$ cat src/rtl/t08_mmio_responder.sv
// rtl/t08_mmio_responder.sv - CPU data-memory responder: RAM req/ack port with timeout plus MMIO registers
module t08_mmio_responder #(
    parameter logic [31:0] MMIO_BASE = 32'hFFFF_0000,
    parameter int unsigned TIMEOUT   = 16,
    parameter logic [31:0] ERR_DATA  = 32'hDEAD_BEEF
) (
    input  logic        clk,
    input  logic        rst,
    input  logic        cpu_read,
    input  logic        cpu_write,
    input  logic [31:0] cpu_addr,
    input  logic [31:0] cpu_wdata,
    output logic [31:0] cpu_rdata,
    output logic        cpu_busy,
    output logic        cpu_done,
    output logic        ram_req,
    output logic        ram_we,
    output logic [31:0] ram_addr,
    output logic [31:0] ram_wdata,
    input  logic [31:0] ram_rdata,
    input  logic        ram_ack,
    output logic [31:0] gpio_out,
    input  logic [31:0] gpio_in,
    output logic        bus_err
);

    localparam int unsigned CNT_W = (TIMEOUT < 1) ? 1 : $clog2(TIMEOUT + 1);
    localparam logic [CNT_W-1:0] TIMEOUT_CNT = CNT_W'(TIMEOUT);

    typedef enum logic [1:0] {
        IDLE     = 2'd0,
        RAM_WAIT = 2'd1,
        DONE     = 2'd2
    } state_t;

    state_t             state_q, state_d;
    logic [31:0]        addr_q, addr_d;
    logic [31:0]        wdata_q, wdata_d;
    logic               we_q, we_d;
    logic [CNT_W-1:0]   wait_cnt_q, wait_cnt_d;
    logic [31:0]        rdata_q, rdata_d;
    logic [31:0]        gpio_out_q, gpio_out_d;
    logic [31:0]        gpio_meta_q, gpio_sync_q;
    logic [31:0]        cycle_q, cycle_d;
    logic               bus_err_q, bus_err_d;

    logic               err_set;
    logic               err_clr;
    logic               strobe;
    logic               is_mmio;
    logic [29:0]        off_word;
    logic               off_hit;

    // Word offset inside the MMIO window; byte lanes addr[1:0] are ignored.
    assign off_word = cpu_addr[31:2] - MMIO_BASE[31:2];
    assign off_hit  = (off_word[29:2] == '0);
    assign strobe   = cpu_read | cpu_write;
    assign is_mmio  = (cpu_addr >= MMIO_BASE);

    always_comb begin
        state_d    = state_q;
        addr_d     = addr_q;
        wdata_d    = wdata_q;
        we_d       = we_q;
        wait_cnt_d = wait_cnt_q;
        rdata_d    = rdata_q;
        gpio_out_d = gpio_out_q;
        cycle_d    = cycle_q + 32'd1;
        err_set    = 1'b0;
        err_clr    = 1'b0;

        case (state_q)
            IDLE: begin
                if (strobe) begin
                    addr_d     = cpu_addr;
                    wdata_d    = cpu_wdata;
                    we_d       = cpu_write;
                    wait_cnt_d = '0;
                    rdata_d    = 32'd0;
                    if (cpu_read && cpu_write) begin
                        err_set = 1'b1;
                    end
                    if (is_mmio) begin
                        state_d = DONE;
                        if (!off_hit) begin
                            err_set = 1'b1;
                        end else begin
                            case (off_word[1:0])
                                2'd0: begin
                                    if (cpu_write) gpio_out_d = cpu_wdata;
                                    else           rdata_d    = gpio_out_q;
                                end
                                2'd1: begin
                                    if (!cpu_write) rdata_d = gpio_sync_q;
                                end
                                2'd2: begin
                                    // A clearing write overrides this cycle's increment.
                                    if (cpu_write) cycle_d = 32'd0;
                                    else           rdata_d = cycle_q;
                                end
                                default: begin
                                    if (cpu_write) err_clr = cpu_wdata[0];
                                    else           rdata_d = {31'd0, bus_err_q};
                                end
                            endcase
                        end
                    end else begin
                        state_d = RAM_WAIT;
                    end
                end
            end
            RAM_WAIT: begin
                // A late ack still beats the timeout in the same cycle.
                if (ram_ack) begin
                    rdata_d = we_q ? 32'd0 : ram_rdata;
                    state_d = DONE;
                end else if (wait_cnt_q == TIMEOUT_CNT) begin
                    rdata_d = ERR_DATA;
                    err_set = 1'b1;
                    state_d = DONE;
                end else begin
                    wait_cnt_d = wait_cnt_q + 1'b1;
                end
            end
            DONE: begin
                state_d = IDLE;
            end
            default: begin
                state_d = IDLE;
            end
        endcase

        // A fresh error raised in the same cycle as a STATUS clear keeps the flag set.
        bus_err_d = err_set | (bus_err_q & ~err_clr);
    end

    always_ff @(posedge clk) begin
        if (rst) begin
            state_q     <= IDLE;
            addr_q      <= '0;
            wdata_q     <= '0;
            we_q        <= 1'b0;
            wait_cnt_q  <= '0;
            rdata_q     <= '0;
            gpio_out_q  <= '0;
            gpio_meta_q <= '0;
            gpio_sync_q <= '0;
            cycle_q     <= '0;
            bus_err_q   <= 1'b0;
        end else begin
            state_q     <= state_d;
            addr_q      <= addr_d;
            wdata_q     <= wdata_d;
            we_q        <= we_d;
            wait_cnt_q  <= wait_cnt_d;
            rdata_q     <= rdata_d;
            gpio_out_q  <= gpio_out_d;
            gpio_meta_q <= gpio_in;
            gpio_sync_q <= gpio_meta_q;
            cycle_q     <= cycle_d;
            bus_err_q   <= bus_err_d;
        end
    end

    assign cpu_done  = (state_q == DONE);
    assign cpu_busy  = (state_q != IDLE) && (state_q != DONE);
    assign cpu_rdata = cpu_done ? rdata_q : 32'd0;
    assign ram_req   = (state_q == RAM_WAIT);
    assign ram_we    = we_q;
    assign ram_addr  = addr_q;
    assign ram_wdata = wdata_q;
    assign gpio_out  = gpio_out_q;
    assign bus_err   = bus_err_q;

endmodule

$ cat config.mk
export PLATFORM = sky130hd
export DESIGN_NAME = t08_mmio_responder
export DESIGN_NICKNAME = d
export VERILOG_FILES = /design/src/rtl/t08_mmio_responder.sv
export SDC_FILE = /design/constraint.sdc
export NUM_CORES = 1
export LEC_CHECK = 0
export ABC_AREA = 0
export ABC_CLOCK_PERIOD_IN_PS = 2360
export CORE_UTILIZATION = 50
export CTS_CLUSTER_SIZE = 14
export DETAILED_ROUTE_END_ITERATION = 8
export DONT_BUFFER_PORTS = 1
export PLACE_DENSITY = 0.68
export REMOVE_ABC_BUFFERS = 1
export SETUP_SLACK_MARGIN = 0.02
export SKIP_LAST_GASP = 1
export SLEW_MARGIN = 40
export SYNTH_ARGS = -nofsm -noshare
export SYNTH_HDL_FRONTEND = slang
export SYNTH_SLANG_ARGS = --single-unit
$ cat constraint.sdc
create_clock -name clk -period 2.36 [get_ports clk]
set_input_delay 0.472 -clock clk [delete_from_list [all_inputs] [get_ports clk]]
set_output_delay 0.472 -clock clk [all_outputs]
set_load 0.01 [all_outputs]
* Word-level counts from Yosys, hierarchy flattened
Cells that the tools add are included.
W data, S select, Z words.
** Word-level totals
- Register bits after elaboration :: 233
- Latch bits :: 0
- Bits in writable memories :: 0
- Memory bits (read-only) :: 0
- Output and inout bits :: 133
- Memories :: 0
** Cells by class
- Add/subtract/negate cells :: 3
- Multipliers :: 0
- Divide/modulo/power cells :: 0
- $lt $le $gt $ge :: 1
- Eq/ne operators :: 10
- Shift operators :: 0
- Multiplexer cells :: 41
- Bitwise gates (word level) :: 4
- Reductions and logical operators :: 13
** Operators by type and width (number)
- $mux W32 :: 16
- $pmux W32 S3 :: 1
- $pmux W32 S2 :: 1
- $add A32 B1 Y32 const B :: 1
- $ge A32 B32 Y1 const B :: 1
- $sub A30 B30 Y30 const B :: 1
- $logic_not A28 Y1 :: 1
- $mux W5 :: 3
- $mux W1 :: 13
- $pmux W5 S2 :: 1
- $mux W2 :: 4
- $ne A2 B2 Y1 const B :: 4
- $reduce_and A6 Y1 :: 1
- $add A5 B1 Y5 const B :: 1
- $eq A5 B5 Y1 const B :: 1
- $eq A2 B1 Y1 const B :: 2
- $eq A2 B2 Y1 const B :: 2
- $logic_not A2 Y1 :: 2
- $pmux W2 S2 :: 1
- $reduce_and A2 Y1 :: 2
- $reduce_and A4 Y1 :: 1
- $reduce_bool A2 Y1 :: 2
- $ne A3 B1 Y1 const B :: 1
- $reduce_and A3 Y1 :: 1
- 6 further kinds :: 8

* Longest topological paths before layout
Gate-level depths: netlist of the first run.
- Depth in word-level cells :: 11
- Gate-level depth with buffers :: 7
- Mapped depth without buffers :: 7

* Worst setup path before layout of the first run
Ideal clock, no wire load.
- Path kind :: in2reg
- Start :: input port cpu_addr[20]
- End :: register gpio_out_q[2] (netlist: gpio_out[2])
- Setup time :: 0.128 ns
- Arrival :: 2.106 ns
- Data required time :: 2.232 ns
- Path slack :: 0.127 ns
- Cell stages on the path :: 7
- Path buffers :: 2
- Path through :: nand4_1 > or4_1 > buf_2 > nor4_4 > buf_6 > mux2i_1 > nor2_1
** Between the ends
- Cells in the longest elaborated chain, start to end :: 3
- Elaborated cells on any way between the ends :: 4
** Ends and longest elaborated chain
- start: declaration :: RTL line 11 : input logic [31:0] cpu_addr,
- $sub A30 B30 Y30 :: RTL line 55 : assign off_word = cpu_addr[31:2] - MMIO_BASE[31:2];
- $logic_not A28 Y1 :: RTL line 56 : assign off_hit = (off_word[29:2] == '0);
- $reduce_and A6 Y1 (no line) *
- end signal: assignment :: RTL line 157 : gpio_out_q <= gpio_out_d;
- end: declaration :: RTL line 42 : logic [31:0] gpio_out_q, gpio_out_d;
Mark *: on every way between the ends. The rest lies on a longest branch, timed or not.
A chain may end at the register's enable or synchronous reset.

* Final worst setup path of the first run
- Start :: register state_q[0]
- End :: output port cpu_rdata[29]
** Between the ends
- Cells in the longest elaborated chain, start to end :: 2
** Ends and longest elaborated chain
- start: declaration :: RTL line 36 : state_t state_q, state_d;
- start signal: assignment :: RTL line 151 : state_q <= state_d;
- $eq A2 B2 Y1 :: RTL line 165 : assign cpu_done = (state_q == DONE);
- $mux W32 :: RTL line 167 : assign cpu_rdata = cpu_done ? rdata_q : 32'd0;
- end: declaration :: RTL line 13 : output logic [31:0] cpu_rdata,
No other way between the ends.

==> flow_summary.json, run 1 <==
{
  "status": "completed",
  "slowest_delay_ps": 430,
  "max-cap-violations": 0,
  "ys_warn_count": 0,
  "gp_congestion": 0.7968,
  "place_hpwl_um": 15410,
  "clockRootBuffer": "clkbuf_16",
  "muxShareOfSynthArea_pct": 7.095,
  "place_inst": 1246,
  "synth_compound_area_share_pct": 10.72,
  "irDropWorstVdd_mv": 0.6718,
  "min_path_cells": 1,
  "min_to": "gpio_sync_q[3]",
  "wl_per_cell_um": 17.49,
  "fmax_mhz": 470.3,
  "tritoncts": "built",
  "cp.arrival_ps": 1650,
  "core_area_um2": 18020,
  "drv_slew": 0,
  "grt_max_degree": 204,
  "post-route-period-util_pct": 90.11,
  "synth_edf_count": 0,
  "cts_hold_repair.buffers": 0,
  "area_growth_pct": 11.53,
  "ant_nets": 0,
  "antenna_found_initial": 2,
  "post-place-ws_ps": -18.54,
  "num_rows": 49,
  "drtPass1Iterations": 4,
  "synth_common_cells": "233 x dfxtp_1, 201 x nand2_1, 109 x nor2_1",
  "min_from": "rst",
  "cp-end-kind": "output port",
  "fill_cells": 1673,
  "power_leakage_nw": 3.744,
  "grt_setup_unrepaired": "false",
  "worstPathRequired_ps": 1890,
  "design_area_um2": 10270,
  "dpl_cell_area_um2": 9478,
  "cellPowerDensity_nw_per_um2": 847.2,
  "netlist_area_um2": 9205,
  "post-synth-top-count-cell": "dfxtp_1",
  "yosysTopAreaCellShare_pct": 50.67,
  "slowest_stage": "dfxtp_1",
  "clkSlewWorstSetupHoldPaths_ps": 60,
  "grt_first_pass_wirelength_um": 33230,
  "synth_area_leaders": "dfxtp_1 51%, nand2_1 8.2%, mux2i_1 6.9%",
  "crit_type": "flop to output port",
  "cts_resized": 0,
  "final.setup.worst_slack_ps": 233.5,
  "track_usage_pct": 22.66,
  "finalHoldViolations": 0,
  "reg2reg_from": "wait_cnt_q[0]",
  "dieHeight_um": 137.7,
  "yosysTopAreaCell": "dfxtp_1",
  "ff2ff_setup_slack_ps": 280,
  "cp_max_fo": 19,
  "seq_area_frac_synth_pct": 50.67,
  "grt_pass1_vias": 6361,
  "cts_buffers": 25,
  "synth_cell_types": 41,
  "grt-ovfl-total": 0,
  "clock_skew_ps": 8.781,
  "instances_no_fill": 1293,
  "vias": 6918,
  "initial_utilization_pct": 51.07,
  "hp-class": "input pin to flop",
  "relSlewSlack_pct": 52.98,
  "io_pins": 266,
  "fin_nets": 1180,
  "die_w_um": 137.7,
  "synth_ff_type": "dfxtp_1",
  "yosys.area_share.adder_pct": 0.4078,
  "drc": 0,
  "reg2reg_depth": 7,
  "crit_path_cell_trace": "nor2b_4, buf_4, and2_1",
  "drive_gt1_share_pct": 6.685,
  "r2r_end": "rdata_q[19]",
  "synth_top_family_by_area": "simple AND/OR/NAND/NOR gates",
  "synthCells": 1066,
  "cts_setup_buffers": 0,
  "wl_um": 22620,
  "port-buffer-count": 0,
  "worst_pin_slew_ps": 702.7,
  "synthArstFlopShare_pct": 0,
  "drt-initial-drc-count": 301,
  "synth-simple-area-share_pct": 24.19,
  "setup_viol": 0,
  "cts_buffer_depth": 3,
  "synth_xor_area_share_pct": 3.140,
  "period_needed_ps": 2127,
  "setup_tns_ps": 0,
  "ys_seq_elements": 233,
  "postSynthAreaPerCell_um2": 8.635,
  "critPathLaunchType": "flop",
  "avgViaCountPerCell": 5.350,
  "h-tree-depth": 1,
  "cts_sinks": 233,
  "dieArea_um2": 18960,
  "clkLatencyLatePin_ps": 500
}
[layout by cell type, fill, tap and decap left out, types with 2 or more instances in the layout]
cell,n
clkbuf_1,11
diode_2,2
nor2b_4,2
buf_4,19
and3_1,3
dfxtp_1,233
ha_1,3
nor4_1,9
nor2_1,108
o21ai_0,31
nor2b_1,65
nand4_1,8
a211oi_1,32
buf_12,6
nand2_1,201
clkbuf_8,4
nor3_1,17
nor3_2,2
and2_1,32
and4_1,4
a21oi_1,93
clkbuf_16,25
mux2i_1,63
nand3_1,14
xor2_1,9
o21a_2,2
inv_1,9
o2111ai_1,2
a22oi_1,8
xnor2_1,24
or4_1,3
clkinv_2,2
[routing by layer]
layer | GRT usage (%) | part of all wire [%] | vias to the layer above
met5 | 0 | 0 | -
met4 | 6.716 | 2.3 | 0
met3 | 7.358 | 8.8 | 34
met2 | 36.85 | 46 | 225
met1 | 28.46 | 43 | 3154
li1 | - | - | 3505
[state kept, by name, summed over array words and instances, names as in the netlist]
name         cells
ram_we           1
bus_err          1
wait_cnt_q       5
rdata_q         32
ram_wdata       32
gpio_out        32
state_q          2
gpio_meta_q     32
cycle_q         32
gpio_sync_q     32
ram_addr        32
[report_power, final]
| part | switching (mW) | internal [mW] | leakage, nW |
|---|---|---|---|
| sequential | 0.167 | 4.16 | 1.91 |
| clock | 1.50 | 2.20 | 0.376 |
| combinational | 0.403 | 0.266 | 1.46 |
[per-stage QoR]
step	util, %	total power [mW]	hold WS [ps]
2_1_floorplan	-	4.834	413.8
3_3_place_gp	52.58	5.059	418.7
3_5_place_dp	52.58	5.083	421.8
4_1_cts	56.90	8.793	33.54
5_1_grt	56.94	9.053	29.66
6_report	56.96	8.697	56.36
[area by class of cell]
class | instances | area, um^2 | area share [%]
Antenna cell | 2 | 5.005 | 0.04875
Clock buffer | 40 | 721.9 | 7.032
Clock inverter | 5 | 56.30 | 0.5484
Inverter | 9 | 33.78 | 0.3291
Multi-Input combinational cell | 750 | 4235 | 41.26
Sequential cell | 233 | 4664 | 45.44
Tap cell | 229 | 286.5 | 2.791
Timing Repair Buffer | 25 | 262.8 | 2.559
[cells by family after synthesis]
group,after synthesis
buf+inv,83
compound gates,173
mux,64
fa+ha+maj,3
simple gates,477
xor+xnor,33
flops,233
[worst max-delay path, delay by kind of cell (launching register included)]
kind,cells,cell delay [ps]
flip-flops,1,430
buffers and inverters,1,260
AND/OR/NAND/NOR,2,450
[worst max-delay path by stage]
stage          cells past startpoint          start       endpoint  slack [ps]
2_1_floorplan                      4      cpu_write        bus_err       -2030
4_1_cts                            3     state_q[0]  cpu_rdata[17]         200
5_1_grt                            7  wait_cnt_q[0]    rdata_q[30]          90
3_3_place_gp                       6   cpu_addr[20]   gpio_out[31]          20
6_report                           3     state_q[0]  cpu_rdata[29]         230
3_5_place_dp                       6   cpu_addr[20]    gpio_out[4]         -20
No activity file was read; power rests on OpenSTA's default activity.
==> run 2: changes to the inputs <==
--- a/config.mk
+++ b/config.mk
@@ -6,12 +6,12 @@
 export NUM_CORES = 1
 export LEC_CHECK = 0
 export ABC_AREA = 0
-export ABC_CLOCK_PERIOD_IN_PS = 2360
-export CORE_UTILIZATION = 50
+export ABC_CLOCK_PERIOD_IN_PS = 1850
+export CORE_UTILIZATION = 57
 export CTS_CLUSTER_SIZE = 14
 export DETAILED_ROUTE_END_ITERATION = 8
 export DONT_BUFFER_PORTS = 1
-export PLACE_DENSITY = 0.68
+export PLACE_DENSITY = 0.75
 export REMOVE_ABC_BUFFERS = 1
 export SETUP_SLACK_MARGIN = 0.02
 export SKIP_LAST_GASP = 1
==> constraint.sdc (replaced) <==
create_clock -name clk -period 1.85 [get_ports clk]
set_input_delay 0.37 -clock clk [delete_from_list [all_inputs] [get_ports clk]]
set_output_delay 0.37 -clock clk [all_outputs]
set_load 0.01 [all_outputs]
==> flow_summary.json, run 2 (synthesis results as in run 1) <==
{
  "finalHoldViolations": 64,
  "die_w_um": 129.1,
  "cellPowerDensity_nw_per_um2": 970.2,
  "gp_congestion": 0.7962,
  "clockRootBuffer": "clkbuf_16",
  "clkLatencyLatePin_ps": 500,
  "cts_buffer_depth": 3,
  "irDropWorstVdd_mv": 0.9216,
  "crit_type": "flop to output port",
  "fmax_mhz": 545.3,
  "drt-initial-drc-count": 476,
  "cp_max_fo": 11,
  "io_pins": 266,
  "status": "finished with violations",
  "final.setup.worst_slack_ps": 16.08,
  "grt_first_pass_wirelength_um": 35490,
  "port-buffer-count": 0,
  "tritoncts": "built",
  "cp.arrival_ps": 1460,
  "fin_nets": 1282,
  "grt_pass1_vias": 7092,
  "vias": 7548,
  "layout_commonest_cell": "dfxtp_1",
  "antenna_found_initial": 1,
  "ant_nets": 0,
  "h-tree-depth": 1,
  "area_growth_pct": 23.60,
  "max-cap-violations": 0,
  "grt_setup_unrepaired": "true",
  "core_area_um2": 15830,
  "worstPathRequired_ps": 1480,
  "wl_per_cell_um": 17.18,
  "clock_skew_ps": 14.65,
  "slowest_delay_ps": 350,
  "wl_um": 23670,
  "relSlewSlack_pct": 72.83,
  "hold_ws_ps": -64.47,
  "post-place-ws_ps": -403.1,
  "grt_max_degree": 204,
  "period_needed_ps": 1834,
  "avgViaCountPerCell": 5.478,
  "slowest_stage": "dfxtp_2",
  "cp-end-kind": "output port",
  "finish.utilization_pct": 71.88,
  "setup_viol": 0,
  "setup_tns_ps": 0,
  "worst_pin_slew_ps": 403.8,
  "dieHeight_um": 129.1,
  "drc": 0,
  "fill_cells": 1208,
  "hp-class": "input pin to flop",
  "drtPass1Iterations": 5,
  "cts_hold_repair.buffers": 65,
  "grt-ovfl-total": 0,
  "crit_top_cell": "buf_12",
  "place_hpwl_um": 14800,
  "design_area_um2": 11380,
  "num_rows": 46,
  "initial_utilization_pct": 58.16,
  "drive_gt1_share_pct": 13.51,
  "clkSlewWorstSetupHoldPaths_ps": 60,
  "track_usage_pct": 26.79,
  "crit_path_cell_trace": "nor2b_4, buf_12, buf_12, and2_1",
  "drv_slew": 0,
  "dpl_cell_area_um2": 9727,
  "layout_common_cells": "227 x dfxtp_1, 199 x nand2_1, 108 x nor2_1",
  "cts_buffers": 23,
  "cts_sinks": 233,
  "violations": "hold timing",
  "power_leakage_nw": 4.412,
  "dieArea_um2": 16660,
  "post-route-period-util_pct": 99.13,
  "critPathLaunchType": "flop",
  "diodes": 0
}
run 2: final cells by class:
| cell class | instances | area (um^2) | area share (%) |
|---|---|---|---|
| multi-input cells | 750 | 4383 | 38.52 |
| inverters | 9 | 33.78 | 0.2969 |
| well taps | 216 | 270.3 | 2.375 |
| clock inverters | 5 | 32.53 | 0.2859 |
| repair buffers | 129 | 1281 | 11.26 |
| flip-flops and latches | 233 | 4672 | 41.06 |
| clock buffers | 36 | 704.4 | 6.192 |
run 2: metal layers:
layer  wire (um)  part of all wire (%)  vias to the layer above  track usage, %
met5          13                 0.055                        -               0
met4         336                   1.4                        2           6.367
met3        1786                   7.5                       29           6.689
met2       11950                    50                      242           48.33
met1        9585                    40                     3571           31.95
li1            -                     -                     3704               -
run 2: metrics by stage:
step                      std cells  power, mW
after CTS                      1374      11.08
final                          1378      11.04
after global placement         1268      6.469
after global routing           1378      11.46
after floorplan                 992      6.167
after detailed placement       1268      6.500
run 2: power by group:
group | switching [mW] | leakage (nW) | internal, mW
Sequential | 0.209 | 1.91 | 5.30
Clock | 1.88 | 0.367 | 2.61
Combinational | 0.558 | 2.13 | 0.470
run 2: path summary, 6_finish.rpt:
kind	from	end	slack (ps)	depth (start not counted)
worst max-delay path	state_q[1]	cpu_rdata[12]	20	4
worst min-delay path	rst	ram_addr[23]	-60	1
worst max register to register	cycle_q[8]	cycle_q[31]	90	6
worst min register to register	rdata_q[11]	rdata_q[11]	490	2
run 2: worst max-delay path: cells and delay by family, from the launching register on:
family	cells	cell delay [ps]
buffers and inverters	2	280
flip-flops	1	350
AND/OR/NAND/NOR	2	340
run 2: timing repair:
item	CTS	global route
gates cloned	0	3
pin swaps	0	16
endpoints found under the setup margin	42	81
setup buffers	0	1
endpoints found under the hold margin	200	134
resized for setup	23	32
